`config.mk`:
```
export PLATFORM = sky130hd
export DESIGN_NAME = axi_addr_chan_responder_flat
export DESIGN_NICKNAME = d
export VERILOG_FILES = /design/src/rtl/axi_addr_chan_responder_if.sv /design/src/rtl/axi_addr_chan_responder.sv /design/src/flat_wrapper.sv
export SDC_FILE = /design/constraint.sdc
export NUM_CORES = 1
export LEC_CHECK = 0
export ABC_AREA = 1
export CAP_MARGIN = 20
export CORE_MARGIN = 4
export CORE_UTILIZATION = 55
export DETAILED_ROUTE_END_ITERATION = 10
export PLACE_DENSITY = 0.76
export REMOVE_ABC_BUFFERS = 1
export SKIP_CTS_REPAIR_TIMING = 1
export SYNTH_ARGS = -nofsm -noshare
export SYNTH_HDL_FRONTEND = slang
export SYNTH_SLANG_ARGS = --single-unit
```
`constraint.sdc`:
```
create_clock -name clk -period 1.77 [get_ports clk]
set_clock_uncertainty 0.05 [all_clocks]
set_input_delay 0.177 -clock clk [delete_from_list [all_inputs] [get_ports clk]]
set_output_delay 0.177 -clock clk [all_outputs]
set_load 0.02 [all_outputs]
```
`src/rtl/axi_addr_chan_responder_if.sv`:
```
// AXI AW/AR address-channel bundle between an upstream manager and
// the address-channel responder; master drives VALID/ADDR, slave READY.
interface axi_addr_chan_responder_if #(
    parameter int ADDR_WIDTH = 32
) ();
    logic [ADDR_WIDTH-1:0] S_AXI_AWADDR;
    logic                  S_AXI_AWVALID;
    logic                  S_AXI_AWREADY;
    logic [ADDR_WIDTH-1:0] S_AXI_ARADDR;
    logic                  S_AXI_ARVALID;
    logic                  S_AXI_ARREADY;

    modport master (
        output S_AXI_AWADDR,
        output S_AXI_AWVALID,
        input  S_AXI_AWREADY,
        output S_AXI_ARADDR,
        output S_AXI_ARVALID,
        input  S_AXI_ARREADY
    );

    modport slave (
        input  S_AXI_AWADDR,
        input  S_AXI_AWVALID,
        output S_AXI_AWREADY,
        input  S_AXI_ARADDR,
        input  S_AXI_ARVALID,
        output S_AXI_ARREADY
    );
endinterface

```
`src/rtl/axi_addr_chan_responder.sv`:
```
// AXI AW/AR responder: per-channel FIFOs merged round-robin into one
// registered command stream. Optional AXI_ADDR_RESP_ALIGN_CHECK_EN.
module axi_addr_chan_responder #(
    parameter int ADDR_WIDTH = 32,
    parameter int FIFO_DEPTH = 2,
    parameter int ALIGN_LSB  = 2
) (
    input  logic                  clk,
    input  logic                  rst_n,
    axi_addr_chan_responder_if.slave s_axi,
    output logic                  cmd_valid,
    input  logic                  cmd_ready,
    output logic [ADDR_WIDTH-1:0] cmd_addr,
    output logic                  cmd_write,
    output logic                  cmd_err
);
    localparam int PW = $clog2(FIFO_DEPTH);
    localparam int CW = PW + 1;

    typedef logic [ADDR_WIDTH-1:0] addr_t;

    addr_t         aw_mem_q [FIFO_DEPTH];
    addr_t         aw_mem_d [FIFO_DEPTH];
    logic [PW-1:0] aw_wr_q, aw_wr_d;
    logic [PW-1:0] aw_rd_q, aw_rd_d;
    logic [CW-1:0] aw_cnt_q, aw_cnt_d;
    logic          aw_ready_q, aw_ready_d;

    addr_t         ar_mem_q [FIFO_DEPTH];
    addr_t         ar_mem_d [FIFO_DEPTH];
    logic [PW-1:0] ar_wr_q, ar_wr_d;
    logic [PW-1:0] ar_rd_q, ar_rd_d;
    logic [CW-1:0] ar_cnt_q, ar_cnt_d;
    logic          ar_ready_q, ar_ready_d;

    logic          cmd_valid_q, cmd_valid_d;
    addr_t         cmd_addr_q, cmd_addr_d;
    logic          cmd_write_q, cmd_write_d;
    // 1 = write channel won the last grant; reset to read so write wins first
    logic          last_w_q, last_w_d;

    logic aw_push, ar_push;
    logic aw_ne, ar_ne;
    logic load;
    logic grant_w, grant_r;

    assign aw_push = s_axi.S_AXI_AWVALID && aw_ready_q;
    assign ar_push = s_axi.S_AXI_ARVALID && ar_ready_q;
    assign aw_ne   = (aw_cnt_q != '0);
    assign ar_ne   = (ar_cnt_q != '0);
    assign load    = !cmd_valid_q || cmd_ready;
    assign grant_w = load && aw_ne && (!ar_ne || !last_w_q);
    assign grant_r = load && ar_ne && (!aw_ne || last_w_q);

    // Write-address FIFO: push on handshake, pop on grant, READY from next count
    always_comb begin
        aw_mem_d = aw_mem_q;
        aw_wr_d  = aw_wr_q;
        aw_rd_d  = aw_rd_q;
        if (aw_push) begin
            aw_mem_d[aw_wr_q] = s_axi.S_AXI_AWADDR;
            aw_wr_d = aw_wr_q + PW'(1);
        end
        if (grant_w) begin
            aw_rd_d = aw_rd_q + PW'(1);
        end
        aw_cnt_d   = aw_cnt_q + CW'(aw_push) - CW'(grant_w);
        aw_ready_d = (aw_cnt_d < CW'(FIFO_DEPTH));
    end

    // Read-address FIFO: same structure as the write side
    always_comb begin
        ar_mem_d = ar_mem_q;
        ar_wr_d  = ar_wr_q;
        ar_rd_d  = ar_rd_q;
        if (ar_push) begin
            ar_mem_d[ar_wr_q] = s_axi.S_AXI_ARADDR;
            ar_wr_d = ar_wr_q + PW'(1);
        end
        if (grant_r) begin
            ar_rd_d = ar_rd_q + PW'(1);
        end
        ar_cnt_d   = ar_cnt_q + CW'(ar_push) - CW'(grant_r);
        ar_ready_d = (ar_cnt_d < CW'(FIFO_DEPTH));
    end

    // Output register: reload from the granted FIFO head whenever it is free
    always_comb begin
        cmd_valid_d = cmd_valid_q;
        cmd_addr_d  = cmd_addr_q;
        cmd_write_d = cmd_write_q;
        last_w_d    = last_w_q;
        if (load) begin
            cmd_valid_d = grant_w || grant_r;
            if (grant_w) begin
                cmd_addr_d  = aw_mem_q[aw_rd_q];
                cmd_write_d = 1'b1;
                last_w_d    = 1'b1;
            end else if (grant_r) begin
                cmd_addr_d  = ar_mem_q[ar_rd_q];
                cmd_write_d = 1'b0;
                last_w_d    = 1'b0;
            end
        end
    end

    // State registers; reset discards every queued address
    always_ff @(posedge clk or negedge rst_n) begin
        if (!rst_n) begin
            aw_mem_q    <= '{default: '0};
            aw_wr_q     <= '0;
            aw_rd_q     <= '0;
            aw_cnt_q    <= '0;
            aw_ready_q  <= 1'b0;
            ar_mem_q    <= '{default: '0};
            ar_wr_q     <= '0;
            ar_rd_q     <= '0;
            ar_cnt_q    <= '0;
            ar_ready_q  <= 1'b0;
            cmd_valid_q <= 1'b0;
            cmd_addr_q  <= '0;
            cmd_write_q <= 1'b0;
            last_w_q    <= 1'b0;
        end else begin
            aw_mem_q    <= aw_mem_d;
            aw_wr_q     <= aw_wr_d;
            aw_rd_q     <= aw_rd_d;
            aw_cnt_q    <= aw_cnt_d;
            aw_ready_q  <= aw_ready_d;
            ar_mem_q    <= ar_mem_d;
            ar_wr_q     <= ar_wr_d;
            ar_rd_q     <= ar_rd_d;
            ar_cnt_q    <= ar_cnt_d;
            ar_ready_q  <= ar_ready_d;
            cmd_valid_q <= cmd_valid_d;
            cmd_addr_q  <= cmd_addr_d;
            cmd_write_q <= cmd_write_d;
            last_w_q    <= last_w_d;
        end
    end

`ifdef AXI_ADDR_RESP_ALIGN_CHECK_EN
    localparam addr_t ALIGN_MASK =
        addr_t'((64'd1 << ALIGN_LSB) - 64'd1);

    logic cmd_err_q, cmd_err_d;

    // Flag misaligned addresses; the command itself is still forwarded
    always_comb begin
        cmd_err_d = |(cmd_addr_d & ALIGN_MASK);
    end

    // Error flag travels with the command register
    always_ff @(posedge clk or negedge rst_n) begin
        if (!rst_n) begin
            cmd_err_q <= 1'b0;
        end else begin
            cmd_err_q <= cmd_err_d;
        end
    end

    assign cmd_err = cmd_err_q;
`else
    assign cmd_err = 1'b0;
`endif

    assign s_axi.S_AXI_AWREADY = aw_ready_q;
    assign s_axi.S_AXI_ARREADY = ar_ready_q;
    assign cmd_valid = cmd_valid_q;
    assign cmd_addr  = cmd_addr_q;
    assign cmd_write = cmd_write_q;

endmodule

```
`src/flat_wrapper.sv`:
```
// flat-port wrapper written by rule: the top's interface ports become plain ports
module axi_addr_chan_responder_flat 
#(
    parameter int ADDR_WIDTH = 32,
    parameter int FIFO_DEPTH = 2,
    parameter int ALIGN_LSB  = 2
)
  (clk, rst_n, cmd_valid, cmd_ready, cmd_addr, cmd_write, cmd_err, s_axi_S_AXI_AWADDR, s_axi_S_AXI_AWVALID, s_axi_S_AXI_AWREADY, s_axi_S_AXI_ARADDR, s_axi_S_AXI_ARVALID, s_axi_S_AXI_ARREADY);
  axi_addr_chan_responder_if #(.ADDR_WIDTH(ADDR_WIDTH)) s_axi_i ();
  input  logic clk;
  input  logic rst_n;
  output logic cmd_valid;
  input  logic cmd_ready;
  output logic [ADDR_WIDTH-1:0] cmd_addr;
  output logic cmd_write;
  output logic cmd_err;
  input wire logic [$bits(s_axi_i.S_AXI_AWADDR)-1:0] s_axi_S_AXI_AWADDR;
  input wire logic [$bits(s_axi_i.S_AXI_AWVALID)-1:0] s_axi_S_AXI_AWVALID;
  output wire logic [$bits(s_axi_i.S_AXI_AWREADY)-1:0] s_axi_S_AXI_AWREADY;
  input wire logic [$bits(s_axi_i.S_AXI_ARADDR)-1:0] s_axi_S_AXI_ARADDR;
  input wire logic [$bits(s_axi_i.S_AXI_ARVALID)-1:0] s_axi_S_AXI_ARVALID;
  output wire logic [$bits(s_axi_i.S_AXI_ARREADY)-1:0] s_axi_S_AXI_ARREADY;
  assign s_axi_i.S_AXI_AWADDR = s_axi_S_AXI_AWADDR;
  assign s_axi_i.S_AXI_AWVALID = s_axi_S_AXI_AWVALID;
  assign s_axi_S_AXI_AWREADY = s_axi_i.S_AXI_AWREADY;
  assign s_axi_i.S_AXI_ARADDR = s_axi_S_AXI_ARADDR;
  assign s_axi_i.S_AXI_ARVALID = s_axi_S_AXI_ARVALID;
  assign s_axi_S_AXI_ARREADY = s_axi_i.S_AXI_ARREADY;
  axi_addr_chan_responder #(.ADDR_WIDTH(ADDR_WIDTH), .FIFO_DEPTH(FIFO_DEPTH), .ALIGN_LSB(ALIGN_LSB)) u_core (.clk(clk), .rst_n(rst_n), .s_axi(s_axi_i), .cmd_valid(cmd_valid), .cmd_ready(cmd_ready), .cmd_addr(cmd_addr), .cmd_write(cmd_write), .cmd_err(cmd_err));
endmodule
```
==> results of run 1 <==
==> layout make-up <==
cell class              count  area share, %
inverters                 142           5.42
flip-flops and latches    172           43.8
well taps                 180           2.29
clock inverters            12           1.74
clock buffers              20           4.44
multi-input cells         618           28.0
repair buffers            137           14.3
==> registers in the layout (all words and copies together) (netlist names) <==
name / count
u_core.cmd_valid: 1
u_core.ar_rd_q: 1
u_core.aw_wr_q: 1
u_core.cmd_addr: 32
u_core.aw_rd_q: 1
u_core.ar_wr_q: 1
u_core.cmd_write: 1
u_core.ar_cnt_q: 2
u_core.s_axi.S_AXI_ARREADY: 1
u_core.s_axi.S_AXI_AWREADY: 1
u_core.aw_cnt_q: 2
u_core.ar_mem_q: 64
u_core.aw_mem_q: 64
==> power breakdown <==
part / internal [uW] / switching [uW] / total [uW]
combinational: 3560 / 5110 / 8670
clock: 2350 / 1490 / 3840
sequential: 5870 / 1070 / 6940
total: 11800 / 7660 / 19400
==> how the worst max path moves through the flow <==
stage / startpoint / to / cells after the start
6_report: u_core.cmd_write$_DFFE_PN0P_ / cmd_write / 1
5_1_grt: u_core.aw_cnt_q[1]$_DFF_PN0_ / u_core.s_axi.S_AXI_ARREADY$_DFF_PN0_ / 8
4_1_cts: u_core.cmd_write$_DFFE_PN0P_ / cmd_write / 1
3_5_place_dp: cmd_ready / u_core.s_axi.S_AXI_ARREADY$_DFF_PN0_ / 10
3_3_place_gp: cmd_ready / u_core.s_axi.S_AXI_ARREADY$_DFF_PN0_ / 10
2_1_floorplan: u_core.cmd_write$_DFFE_PN0P_ / u_core.aw_cnt_q[1]$_DFF_PN0_ / 8
==> synthesized netlist by cell type <==
cell	number
ha_1	3
inv_1	140
buf_6	3
xnor2_1	2
or2_2	32
inv_2	2
nor2_4	1
nand3_1	67
nor2_1	4
or2_1	2
nand2_1	342
conb_1	1
clkbuf_1	21
o21ai_0	137
xor2_1	2
dfrtp_1	172
buf_2	28
buf_4	3
o21ai_1	23
nand2_2	2
==> routing by layer <==
layer / global-route usage, % / vias up
li1: - / 3225
met1: 31.7 / 3074
met2: 41.0 / 207
met3: 4.93 / 28
met4: 7.19 / 0
met5: 0 / -
==> metrics by stage <==
stage | area (um^2) | cells | total power [uW] | hold slack [ns] | TNS [ns]
2_1_floorplan | 7580 | 932 | 12000 | -0.169 | -20.59
3_3_place_gp | 9210 | 1248 | 15300 | 0.0526 | -0.00352
3_5_place_dp | 9210 | 1248 | 15600 | 0.0583 | -0.0533
4_1_cts | 9820 | 1280 | 19600 | -0.395 | 0
5_1_grt | 9830 | 1281 | 21100 | 0.205 | 0
6_report | 9830 | 1281 | 19400 | 0.169 | 0
==> placed cells by master (no fill, tap or decap), types with 2 or more instances in the layout <==
cell type / count
xor2_1: 2
nand2_1: 340
o21ai_0: 137
buf_4: 23
clkbuf_1: 3
clkinvlp_4: 3
inv_2: 2
nor2_1: 4
nand3_1: 67
or2_2: 34
bufinv_16: 4
buf_12: 9
o21ai_1: 23
nand2_2: 4
ha_1: 3
inv_1: 140
xnor2_1: 2
clkbuf_16: 17
clkinv_2: 4
clkdlybuf4s50_1: 103
dfrtp_1: 172
==> logic make-up (layout without fill, tap and decap cells) <==
group	count (synthesis)	in the layout	synth area share (%)
and+or+nand+nor	450	450	23.8
buffers and inverters	197	311	10.3
DFF	172	172	54.8
AOI/OAI and AO/OA	160	160	10.2
xor gates and xnor gates	4	4	0.446
adders and majority gates	3	3	0.478
other	1	1	0.0477
==> flow_summary_export.csv, run 1 <==
group,metric,value,unit
pwr,vdd_drop_max,1020,uV
timing,setup_violations,0,
synth,yosysWarnings,0,
critical_path,crit_path_max_fanout,4,
global_route,grt_pass1_vias,6498,
synth,synth_top_cells_by_area,"dfrtp_1 (55%), nand2_1 (16%), o21ai_0 (8.7%), inv_1 (6.7%), nand3_1 (4.3%)",
clocking,clk_pin_slew,0.06,ns
drt,routedWlPerCell,14.4,um
finish,num-nets-final,1160,
clocking,htreeDepth,4,
global_route,grt_overflow,0,
floorplanning,fp.dieArea,16300,um^2
floorplanning,rows,43,
pwr,power_density,1980,nW/um^2
clocking,cts_tree,"yes",
global_route,antenna_found_initial,0,
critical_path,cp_top_family,"buffers and inverters",
critical_path,max_stage_delay,0.63,ns
drt,wl_met3,1.15,mm
drt,drt-met1-wl,7.83,mm
clocking,root_buffer,"clkbuf_16",
timing,setup_ws,0.0622,ns
finish,multi_input_area,2750,um^2
placed_design,dp_slack,-0.0533,ns
drt,vias,6534,
critical_path,arrival,1.48,ns
critical_path,r2r_end,"u_core.s_axi.S_AXI_ARREADY$_DFF_PN0_",
drt,drtAntennaViolNets,0,
finish,drive_gt1_share,9.36,%
critical_path,criticalPathCategory,"reg2out",
critical_path,crit_path_top_delay_cell,"clkdlybuf4s50_1",
drt,drt_wl_total,18.4,mm
drt,dr.pass1.iters,5,
critical_path,r2r_setup_slack,0.16,ns
timing,rsz0062_at_grt,"no",
finish,diodes,0,
drt,drt_iter0_drc,616,
synth,synth_seq_area_share,54.8,%
synth,netlist_area,7860,um^2
synth,syn-instance-count,987,
synth,avgSynthCellArea,7.96,um^2
critical_path,required,1.54,ns
global_route,grt_first_pass_wirelength,31.2,mm
clocking,clk_latency,0.42,ns
floorplanning,initial_core_util,56.4,%
finish,fillCellCount,1114,
min_path,hp-class,"in2async",
floorplanning,coreArea,13900,um^2
finish,final_util,70.5,%
flow_run,drv_cap,0,
floorplanning,ios,106,
critical_path,path_cells,"clkdlybuf4s50_1",
drt,viasPerCell,5.10,
synth,yosys.area.top_type,"dfrtp_1",
critical_path,cp-end-kind,"output port",
pwr,leakagePower,0.00514,uW
finish,regArea,4300,um^2
critical_path,reg2reg_from,"u_core.aw_cnt_q[0]$_DFF_PN0_",
critical_path,path_buf_inv,1,
clocking,cts_num_sinks,172,
placed_design,io_buffer_count,104,
clocking,cts_buffer_depth,2,
timing,hold_viol,0,
timing,maxSlewViolCount,0,
finish,area_delta_synth_final,25.0,%
synth,synth_top_area_share,54.8,%
drt,dr_wl_met2,9.11,mm
synth,yosys.cell_types.count,20,
clocking,cts_buffers,17,
placed_design,dp.final_hpwl,12.2,mm
floorplanning,die_y,128,um
status,status,"finished clean",
timing,max_freq,586,MHz
placed_design,place.gp.congestion,0.781,
timing,period_needed,1.71,ns
critical_path,ff2ff_path_depth,8,
drt,routed.top_layer,"met4",
critical_path,start_kind,"flop",
synth,synth_seq_cells,172,
global_route,grt_max_degree,66,
drt,drc,0,
global_route,grt_usage,24.2,%
floorplanning,die_w,128,um
timing,fin_crit_sh,96.5,%
(Power assumes the default switching activity.)
==> inputs of run 2 (changes only) <==
--- a/config.mk
+++ b/config.mk
@@ -10,7 +10,7 @@
 export CORE_MARGIN = 4
 export CORE_UTILIZATION = 55
 export DETAILED_ROUTE_END_ITERATION = 10
-export PLACE_DENSITY = 0.76
+export PLACE_DENSITY = 0.92
 export REMOVE_ABC_BUFFERS = 1
 export SKIP_CTS_REPAIR_TIMING = 1
 export SYNTH_ARGS = -nofsm -noshare
==> flow_summary_export.csv, run 2 (synthesis results as in run 1) <==
group,metric,value,unit
status,status,"finished clean",
finish,final_cell_mix,"nand2_1 (340), dfrtp_1 (172), inv_1 (140), o21ai_0 (137), clkdlybuf4s50_1 (103)",
floorplanning,die_y,128,um
timing,setup_violations,0,
floorplanning,ios,106,
timing,hold_viol,0,
critical_path,r2r_end,"u_core.s_axi.S_AXI_ARREADY$_DFF_PN0_",
critical_path,cp-end-kind,"output port",
placed_design,io_buffer_count,104,
global_route,grt_overflow,0,
timing,max_freq,587,MHz
pwr,p_sw_share,40.5,%
global_route,grt_usage,24.9,%
drt,vias,6714,
pwr,p_int,11600,uW
critical_path,cp_top_family,"buffers and inverters",
clocking,cts_buffers,17,
pwr,vdd_drop_max,1170,uV
pwr,combPwrFrac,45.3,%
timing,fin_crit_sh,96.3,%
placed_design,dp.final_hpwl,12.9,mm
critical_path,ff2ff_path_depth,9,
critical_path,reg2reg_from,"u_core.ar_cnt_q[1]$_DFF_PN0_",
finish,final_common_cell,"nand2_1",
drt,drtAntennaViolNets,0,
critical_path,crit_path_max_fanout,2,
clocking,cts_buffer_depth,2,
finish,drive_gt1_share,9.90,%
floorplanning,initial_core_util,56.4,%
timing,setup_ws,0.0654,ns
flow_run,drv_cap,0,
placed_design,dp_slack,-0.0743,ns
placed_design,place.gp.congestion,0.802,
drt,drt_iter0_drc,796,
clocking,cts_tree,"yes",
drt,drt_wl_total,19.5,mm
critical_path,path_buf_inv,1,
finish,area_delta_synth_final,25.4,%
floorplanning,rows,43,
clocking,htreeDepth,4,
clocking,clk_latency,0.43,ns
pwr,p_seq_share,35.6,%
critical_path,start_kind,"flop",
finish,final_util,70.7,%
pwr,power_density,1990,nW/um^2
global_route,grt_max_degree,58,
drt,drc,0,
critical_path,arrival,1.48,ns
pwr,power_frac_clock,19.0,%
floorplanning,fp.dieArea,16300,um^2
critical_path,r2r_setup_slack,0.10,ns
finish,diodes,0,
pwr,leakagePower,0.00515,uW
pwr,switching_power,7940,uW
drt,viasPerCell,5.24,
critical_path,max_stage_delay,0.63,ns
critical_path,required,1.54,ns
timing,maxSlewViolCount,0,
global_route,grt_pass1_vias,6630,
finish,num-nets-final,1160,
clocking,root_buffer,"clkbuf_16",
timing,period_needed,1.70,ns
critical_path,criticalPathCategory,"reg2out",
drt,dr.pass1.iters,7,
floorplanning,die_w,128,um
pwr,power.total,19600,uW
global_route,antenna_found_initial,0,
floorplanning,coreArea,13900,um^2
clocking,cts_num_sinks,172,
min_path,hp-class,"in2async",
critical_path,crit_path_top_delay_cell,"clkdlybuf4s50_1",
critical_path,path_cells,"clkdlybuf4s50_1",
finish,fillCellCount,1006,
clocking,clk_pin_slew,0.07,ns
global_route,grt_first_pass_wirelength,32.1,mm
drt,routedWlPerCell,15.2,um
[run 2: worst max-delay path by stage]
stage | from | end | slack, ns | cells after the start
after global placement | cmd_ready | u_core.s_axi.S_AXI_ARREADY$_DFF_PN0_ | 0.009 | 10
final | u_core.cmd_addr[28]$_DFFE_PN0P_ | cmd_addr[28] | 0.07 | 1
after global routing | u_core.ar_cnt_q[1]$_DFF_PN0_ | u_core.s_axi.S_AXI_ARREADY$_DFF_PN0_ | -0.007 | 9
after detailed placement | cmd_ready | u_core.s_axi.S_AXI_ARREADY$_DFF_PN0_ | -0.07 | 10
after floorplan | u_core.cmd_write$_DFFE_PN0P_ | u_core.aw_cnt_q[1]$_DFF_PN0_ | -0.46 | 8
after CTS | u_core.aw_cnt_q[0]$_DFF_PN0_ | u_core.s_axi.S_AXI_ARREADY$_DFF_PN0_ | 0.004 | 8
[run 2: worst register-to-register path: stages, from the launching register on]
cell and delay, ns:
dfrtp_1 0.41, inv_1 0.07, nand2_1 0.07, nand2_1 0.10, nor2_2 0.06, ha_1 0.27, inv_1 0.05, ha_1 0.21
xnor2_2 0.19, inv_1 0.07
[run 2: metrics by stage]
step                      instances  instance area, um^2  setup TNS, ns  hold slack, ns
after floorplan                 932                 7580         -20.59          -0.169
after global placement         1248                 9240              0          0.0672
after detailed placement       1248                 9240        -0.0743          0.0694
after CTS                      1280                 9830              0          -0.380
after global routing           1281                 9850       -0.00695           0.200
final                          1281                 9850              0           0.179
[run 2: area by class of cell]
class	instances	area [um^2]	area share, %
tap	180	225	2.29
inverter	142	533	5.41
clock buffer	19	453	4.60
multi-input combinational	618	2770	28.1
clock inverter	13	143	1.45
sequential	172	4300	43.7
timing repair buffer	137	1430	14.5
[run 2: routing by layer]
layer | part of all wire (%) | vias to the layer above | GRT usage, %
met4 | 2.2 | 0 | 8.64
met1 | 42 | 3205 | 32.3
met2 | 50 | 239 | 41.7
met5 | 0 | - | 0
met3 | 6.2 | 37 | 5.43
li1 | - | 3233 | -
[run 2: power groups by stage]
stage | registers, uW | clock network [uW] | logic, uW
floorplan | 7280 | 0 | 4760
global placement | 6870 | 0 | 8360
detailed placement | 6950 | 0 | 8740
CTS | 6940 | 3760 | 8880
global route | 7180 | 3940 | 9940
finish | 6980 | 3730 | 8880
